===== src/rtl/uart_rx.sv =====
// uart_rx: 8N1 serial receiver. Samples the synchronised line at mid-bit
// using a BAUD_DIV cycle bit timer and emits one-cycle valid/error strobes.
module uart_rx #(
    parameter int unsigned BAUD_DIV = 87
) (
    input  logic       fpga_clk,
    input  logic       rst_n,
    input  logic       RxD,
    output logic [7:0] rx_data,
    output logic       rx_valid,
    output logic       frame_err,
    output logic       rx_busy
);

    localparam int unsigned CW = $clog2(BAUD_DIV);
    localparam logic [CW-1:0] HALF_LAST = CW'(BAUD_DIV / 2 - 1);
    localparam logic [CW-1:0] BIT_LAST  = CW'(BAUD_DIV - 1);

    typedef enum logic [2:0] {
        S_IDLE,
        S_START,
        S_DATA,
        S_STOP,
        S_BREAK
    } state_t;

    state_t        state;
    state_t        next_state;
    logic [1:0]    sync_q;
    logic          rxs;
    logic [CW-1:0] cnt;
    logic [2:0]    bit_idx;
    logic [7:0]    shift_q;
    logic          cnt_clr;
    logic          shift_en;
    logic          load_data;
    logic          set_err;

    assign rxs = sync_q[1];

    // Two-flop synchroniser; resets to the idle (high) line level.
    always_ff @(posedge fpga_clk or negedge rst_n) begin
        if (!rst_n) begin
            sync_q <= '1;
        end else begin
            sync_q <= {sync_q[0], RxD};
        end
    end

    // State register.
    always_ff @(posedge fpga_clk or negedge rst_n) begin
        if (!rst_n) begin
            state <= S_IDLE;
        end else begin
            state <= next_state;
        end
    end

    // Next-state decode and per-cycle datapath controls.
    always_comb begin
        next_state = state;
        cnt_clr    = 1'b0;
        shift_en   = 1'b0;
        load_data  = 1'b0;
        set_err    = 1'b0;
        case (state)
            S_IDLE: begin
                if (!rxs) begin
                    next_state = S_START;
                    cnt_clr    = 1'b1;
                end
            end
            S_START: begin
                if (cnt == HALF_LAST) begin
                    cnt_clr    = 1'b1;
                    next_state = rxs ? S_IDLE : S_DATA;
                end
            end
            S_DATA: begin
                if (cnt == BIT_LAST) begin
                    cnt_clr  = 1'b1;
                    shift_en = 1'b1;
                    if (bit_idx == 3'd7) begin
                        next_state = S_STOP;
                    end
                end
            end
            S_STOP: begin
                if (cnt == BIT_LAST) begin
                    cnt_clr = 1'b1;
                    if (rxs) begin
                        load_data  = 1'b1;
                        next_state = S_IDLE;
                    end else begin
                        set_err    = 1'b1;
                        next_state = S_BREAK;
                    end
                end
            end
            S_BREAK: begin
                if (rxs) begin
                    next_state = S_IDLE;
                end
            end
            default: begin
                next_state = S_IDLE;
            end
        endcase
    end

    // Bit timer, bit index and LSB-first shift register.
    always_ff @(posedge fpga_clk or negedge rst_n) begin
        if (!rst_n) begin
            cnt     <= '0;
            bit_idx <= '0;
            shift_q <= '0;
        end else begin
            cnt <= cnt_clr ? '0 : cnt + CW'(1);
            if (state == S_START) begin
                bit_idx <= '0;
            end else if (shift_en) begin
                bit_idx <= bit_idx + 3'd1;
            end
            if (shift_en) begin
                shift_q <= {rxs, shift_q[7:1]};
            end
        end
    end

    // Registered outputs: strobes follow the stop sample by one cycle.
    always_ff @(posedge fpga_clk or negedge rst_n) begin
        if (!rst_n) begin
            rx_data   <= '0;
            rx_valid  <= 1'b0;
            frame_err <= 1'b0;
            rx_busy   <= 1'b0;
        end else begin
            rx_valid  <= load_data;
            frame_err <= set_err;
            rx_busy   <= (next_state != S_IDLE);
            if (load_data) begin
                rx_data <= shift_q;
            end
        end
    end

endmodule

===== config.mk =====
export PLATFORM = sky130hd
export DESIGN_NAME = uart_rx
export DESIGN_NICKNAME = d
export VERILOG_FILES = /design/src/rtl/uart_rx.sv
export SDC_FILE = /design/constraint.sdc
export NUM_CORES = 1
export LEC_CHECK = 0
export BUFFER_PORTS_ARGS = -buffer_cell sky130_fd_sc_hd__buf_2
export CAP_MARGIN = 40
export CORE_MARGIN = 3
export CORE_UTILIZATION = 50
export CTS_BUF_LIST = sky130_fd_sc_hd__clkbuf_8
export CTS_CLUSTER_DIAMETER = 40
export DETAILED_ROUTE_END_ITERATION = 12
export PLACE_DENSITY = 0.7
export SLEW_MARGIN = 20
export SYNTH_ARGS = -nofsm -noshare
export SYNTH_HDL_FRONTEND = slang
export SYNTH_SLANG_ARGS = --single-unit

===== constraint.sdc =====
create_clock -name fpga_clk -period 4.1 [get_ports fpga_clk]
set_input_delay 0.82 -clock fpga_clk [delete_from_list [all_inputs] [get_ports fpga_clk]]
set_output_delay 0.82 -clock fpga_clk [all_outputs]
set_load 0.01 [all_outputs]

After elaboration in Yosys (flattened, before gate mapping). Index checks and enable logic that the tools add are counted.

Register bits after elaboration: 34. Word-level logic and storage cells: 44. Bits of input ports: 3.

Reductions and logical operators: 4. Add/sub/neg operators: 2. Eq/ne operators: 7. Mux-type cells: 22.

Operators by type and width (number): $mux 3 (9); $pmux 3 s5 (1); $mux 1 (9); $add 7x1->7 const B (1); $eq 7x6->1 const B (1); $eq 7x7->1 const B (1); $mux 7 (1); $eq 3x2->1 const B (2); $eq 3x3->1 const B (2); $add 3x1->3 const B (1); $eq 3x1->1 const B (1); $logic_not 3->1 (1); $pmux 1 s3 (1); $reduce_bool 3->1 (1); $mux 2 (1); $reduce_bool 2->1 (1); $reduce_or 2->1 (1).

Longest topological paths before layout.
Depth in word-level cells: 5. Depth in mapped cells: 6.

Least setup slack after synthesis. Ideal clock, no wire load.

Path kind: register -> register. Start point: register cnt[0]. End point: register shift_q[0]. Stages on the path, launching flop included: 7. Path slack: 2.427 ns. Required time: 3.975 ns. Data arrival time: 1.548 ns. Cells stage by stage: dfrtp_1 > inv_1 > ha_1 > nand4b_4 > nor4_4 > nand2_4 > mux2_2.

Cells in the longest elaborated chain, start to end: 3.

Ends and longest elaborated chain: from (decl) (RTL line 31) `logic [CW-1:0] cnt;`; from (signal assigned) (RTL line 118) `cnt <= cnt_clr ? '0 : cnt + CW'(1);`; $eq 7x7->1 (RTL line 80) `if (cnt == BIT_LAST) begin`; $mux 1 (RTL line 80); $mux 1 (RTL line 66) `case (state)`; to (signal assigned) (RTL line 125) `shift_q <= {rxs, shift_q[7:1]};`; to (decl) (RTL line 33) `logic [7:0] shift_q;`.

Every way passes these cells. A chain may end at the register's enable or synchronous reset.

Worst setup path after layout.
Start point: register cnt[0]. End point: register rx_data[2].

Cells in the longest elaborated chain, start to end: 3.

Ends and longest elaborated chain: $eq 7x7->1 (RTL line 89) `if (cnt == BIT_LAST) begin`; $mux 1 (RTL line 89); $mux 1 (RTL line 66); to (signal assigned) (RTL line 142) `rx_data <= shift_q;`; to (decl) (RTL line 9) `output logic [7:0] rx_data,`.

Every way passes these cells.

==> results.json <==
{
  "routed_wire_length_per_instance_um": 14.3,
  "clock_path_buffers": 2,
  "leakage_nw": 0.894,
  "clkSinkCount": 34,
  "slowest_stage": "sky130_fd_sc_hd__dfrtp_1",
  "irDropWorstVdd_uv": 349,
  "drtIter0Drc": 19,
  "grt_pass1_wl_um": 4060,
  "portion_of_synthesized_cell_area_occupied_by_the_leading_cell_type_pct": 53.3,
  "cts_setup_buffers": 0,
  "slew_headroom_pct": 51.5,
  "chipHeight_um": 60.8,
  "status": "finished clean",
  "fin_crit_ps": 1820,
  "finalWeightedCongestion": 0.839,
  "die-area_um2": 3700,
  "number_of_flops_mapped_to_enable_cells_by_yosys": 0,
  "insertion_delay_ps": 280,
  "worstSetupPathType": "reg2reg",
  "drt-total-wl_um": 2320,
  "synth_cell_types": 30,
  "layout.filler_cells": 224,
  "clock.fmax_mhz": 548,
  "design.core.area_um2": 2810,
  "num_antenna_cells": 0,
  "critical_path.cell_chain": "inv_1, ha_1, nand4b_4, nor4_4, nand2_2, mux2_2",
  "slew_violations": 0,
  "grt_max_degree": 35,
  "vias": 863,
  "cell_area_after_technology_mapping_um2": 1500,
  "finish.cell_count_without_fillers": 162,
  "initial_utilization_pct": 53.5,
  "finalHoldViolCount": 0,
  "ios": 14,
  "vias_per_cell": 5.33,
  "drt_pre_antenna_iters": 3,
  "slowest_stage_delay_on_critical_path_ps": 400,
  "synth_flop_cell": "sky130_fd_sc_hd__dfrtp_1",
  "ys_ff_latch": 34,
  "drive_above_1_share_pct": 38.2,
  "rows": 19,
  "finalSetupTns_ps": 0,
  "path_clk_slew_ps": 70,
  "cp_data_required_time_ps": 4260,
  "cts_tree": "yes",
  "cap_viol_max_count": 0,
  "post_cts_hold_buffer_count": 0,
  "route.antenna.remaining_nets": 0,
  "post-layout-total-power_uw": 763,
  "number_of_buffers_inserted_during_clock_tree_synthesis": 5,
  "hold_path_class": "reg2reg",
  "clock_skew_ps": 7.30,
  "cts.root.buffer_cell": "sky130_fd_sc_hd__clkbuf_8",
  "async_reset_ff_share_pct": 100,
  "synthesis.instances": 112,
  "synth_sequential_area_ratio_pct": 56.8,
  "netlist_top_cells_count": "sky130_fd_sc_hd__dfrtp_1, sky130_fd_sc_hd__mux2_2, sky130_fd_sc_hd__nor2_1",
  "final_min_period_over_clock_period_pct": 44.5,
  "ys_warn_count": 0,
  "chipWidth_um": 60.8,
  "area_growth_syn_to_layout_pct": 15.8,
  "grt_pass1_vias": 873,
  "synth.top_cells.by_area": "sky130_fd_sc_hd__dfrtp_1, sky130_fd_sc_hd__mux2_2, sky130_fd_sc_hd__dfstp_2, sky130_fd_sc_hd__ha_1, sky130_fd_sc_hd__a22o_1",
  "global_route.overflow_total": 0,
  "rsz0062_at_grt": "false",
  "postSynthNetCount": 119,
  "cellPowerDensity_nw_per_um2": 439,
  "dp.final_hpwl_um": 1630,
  "worst-endpoint-arrival_ps": 1990,
  "grt_antenna_before_repair": 0,
  "cts.repair.resized": 0,
  "synthesized_area_divided_by_synthesized_cell_count_um2": 13.4,
  "finalNetCount": 137,
  "setup.worst_path.start_class": "register",
  "path_max_fanout": 8,
  "crit_path_end_kind": "register",
  "cts-htree-levels": 2,
  "grt.total_usage_pct": 15.6,
  "post-synth-top-area-cell": "sky130_fd_sc_hd__dfrtp_1",
  "io_buffers": 13,
  "setup-violations-final": 0,
  "worst_pin_slew_ps": 728,
  "drc": 0,
  "synthMostInstantiatedCell": "sky130_fd_sc_hd__dfrtp_1",
  "placed_cells_incl_taps": 154
}
## worst max-delay path, delay by kind of cell, from the launching register on
kind                       cells  cell delay, ps
buffers and inverters          1              70
DFF                            1             400
and+or+nand+nor                3             720
adders and majority gates      1             200
muxes                          1             310
## cell families after synthesis
| family | share of synthesized area (%) |
|---|---|
| DFF | 56.8 |
| adders and majority gates | 3.33 |
| xor gates and xnor gates | 2.92 |
| AOI/OAI and AO/OA | 7.42 |
| and+or+nand+nor | 15.1 |
| buffers and inverters | 1.67 |
| muxes | 12.7 |
## report_power, final
group / total [mW] / internal (mW) / switching [mW]
logic: 0.0316 / 0.0126 / 0.0190
clock network: 0.375 / 0.259 / 0.116
registers: 0.356 / 0.345 / 0.0115
total: 0.763 / 0.616 / 0.146
## state kept, by name, indices dropped and copies added (netlist names)
signal,flops
rx_data,8
shift_q,8
cnt,7
bit_idx,3
state,3
sync_q,2
frame_err,1
rx_busy,1
rx_valid,1
## final cells by class
cell class	count	area [um2]	area share [%]
Sequential cell	34	853	49.1
Inverter	4	15.0	0.864
Multi-Input combinational cell	72	623	35.9
Tap cell	31	38.8	2.23
Clock buffer	6	82.6	4.75
Clock inverter	2	60.1	3.46
Timing Repair Buffer	13	65.1	3.74
## cell usage in the layout, fill, tap and decap left out, types with 2 or more instances in the layout
master                      count
sky130_fd_sc_hd__a21oi_1        2
sky130_fd_sc_hd__a22o_1         5
sky130_fd_sc_hd__buf_2         13
sky130_fd_sc_hd__bufinv_16      2
sky130_fd_sc_hd__clkbuf_8       6
sky130_fd_sc_hd__dfrtp_1       32
sky130_fd_sc_hd__dfstp_2        2
sky130_fd_sc_hd__ha_1           4
sky130_fd_sc_hd__inv_1          4
sky130_fd_sc_hd__mux2_2        17
sky130_fd_sc_hd__nand2_1        3
sky130_fd_sc_hd__nand3_1        4
sky130_fd_sc_hd__nand4b_1       2
sky130_fd_sc_hd__nor2_1        11
sky130_fd_sc_hd__nor4_4         2
sky130_fd_sc_hd__o31ai_1        2
sky130_fd_sc_hd__or2_2          2
sky130_fd_sc_hd__xnor2_1        3
sky130_fd_sc_hd__xor2_1         2
## layer usage
metal / vias to the layer above / track usage (%) / wire, um
met5: - / 0 / 0
met1: 414 / 21.4 / 1180
met2: 12 / 21.2 / 1000
met3: 4 / 5.11 / 85
li1: 433 / - / -
met4: 0 / 9.29 / 48
## worst paths after layout
kind / start / endpoint / slack (ps) / depth (start not counted)
worst max-delay path: cnt[0] / rx_data[2] / 2280 / 6
worst min-delay path: sync_q[0] / sync_q[1] / 370 / 0
worst max register to register: cnt[0] / rx_data[2] / 2280 / 6
worst min register to register: sync_q[0] / sync_q[1] / 370 / 0
max in group asynchronous: rst_n / rx_data[7] / 3040 / 1
min in group asynchronous: rst_n / cnt[4] / 590 / 1
## stage by stage
stage	hold slack (ps)	area, um2	worst slack [ps]	util, %
6_report	366	1740	2280	62.0
5_1_grt	368	1740	2140	62.0
4_1_cts	364	1740	2250	62.0
3_5_place_dp	347	1600	2260	56.9
3_3_place_gp	346	1600	2310	56.9
2_1_floorplan	345	1500	2430	-
(Power assumes the default switching activity.)
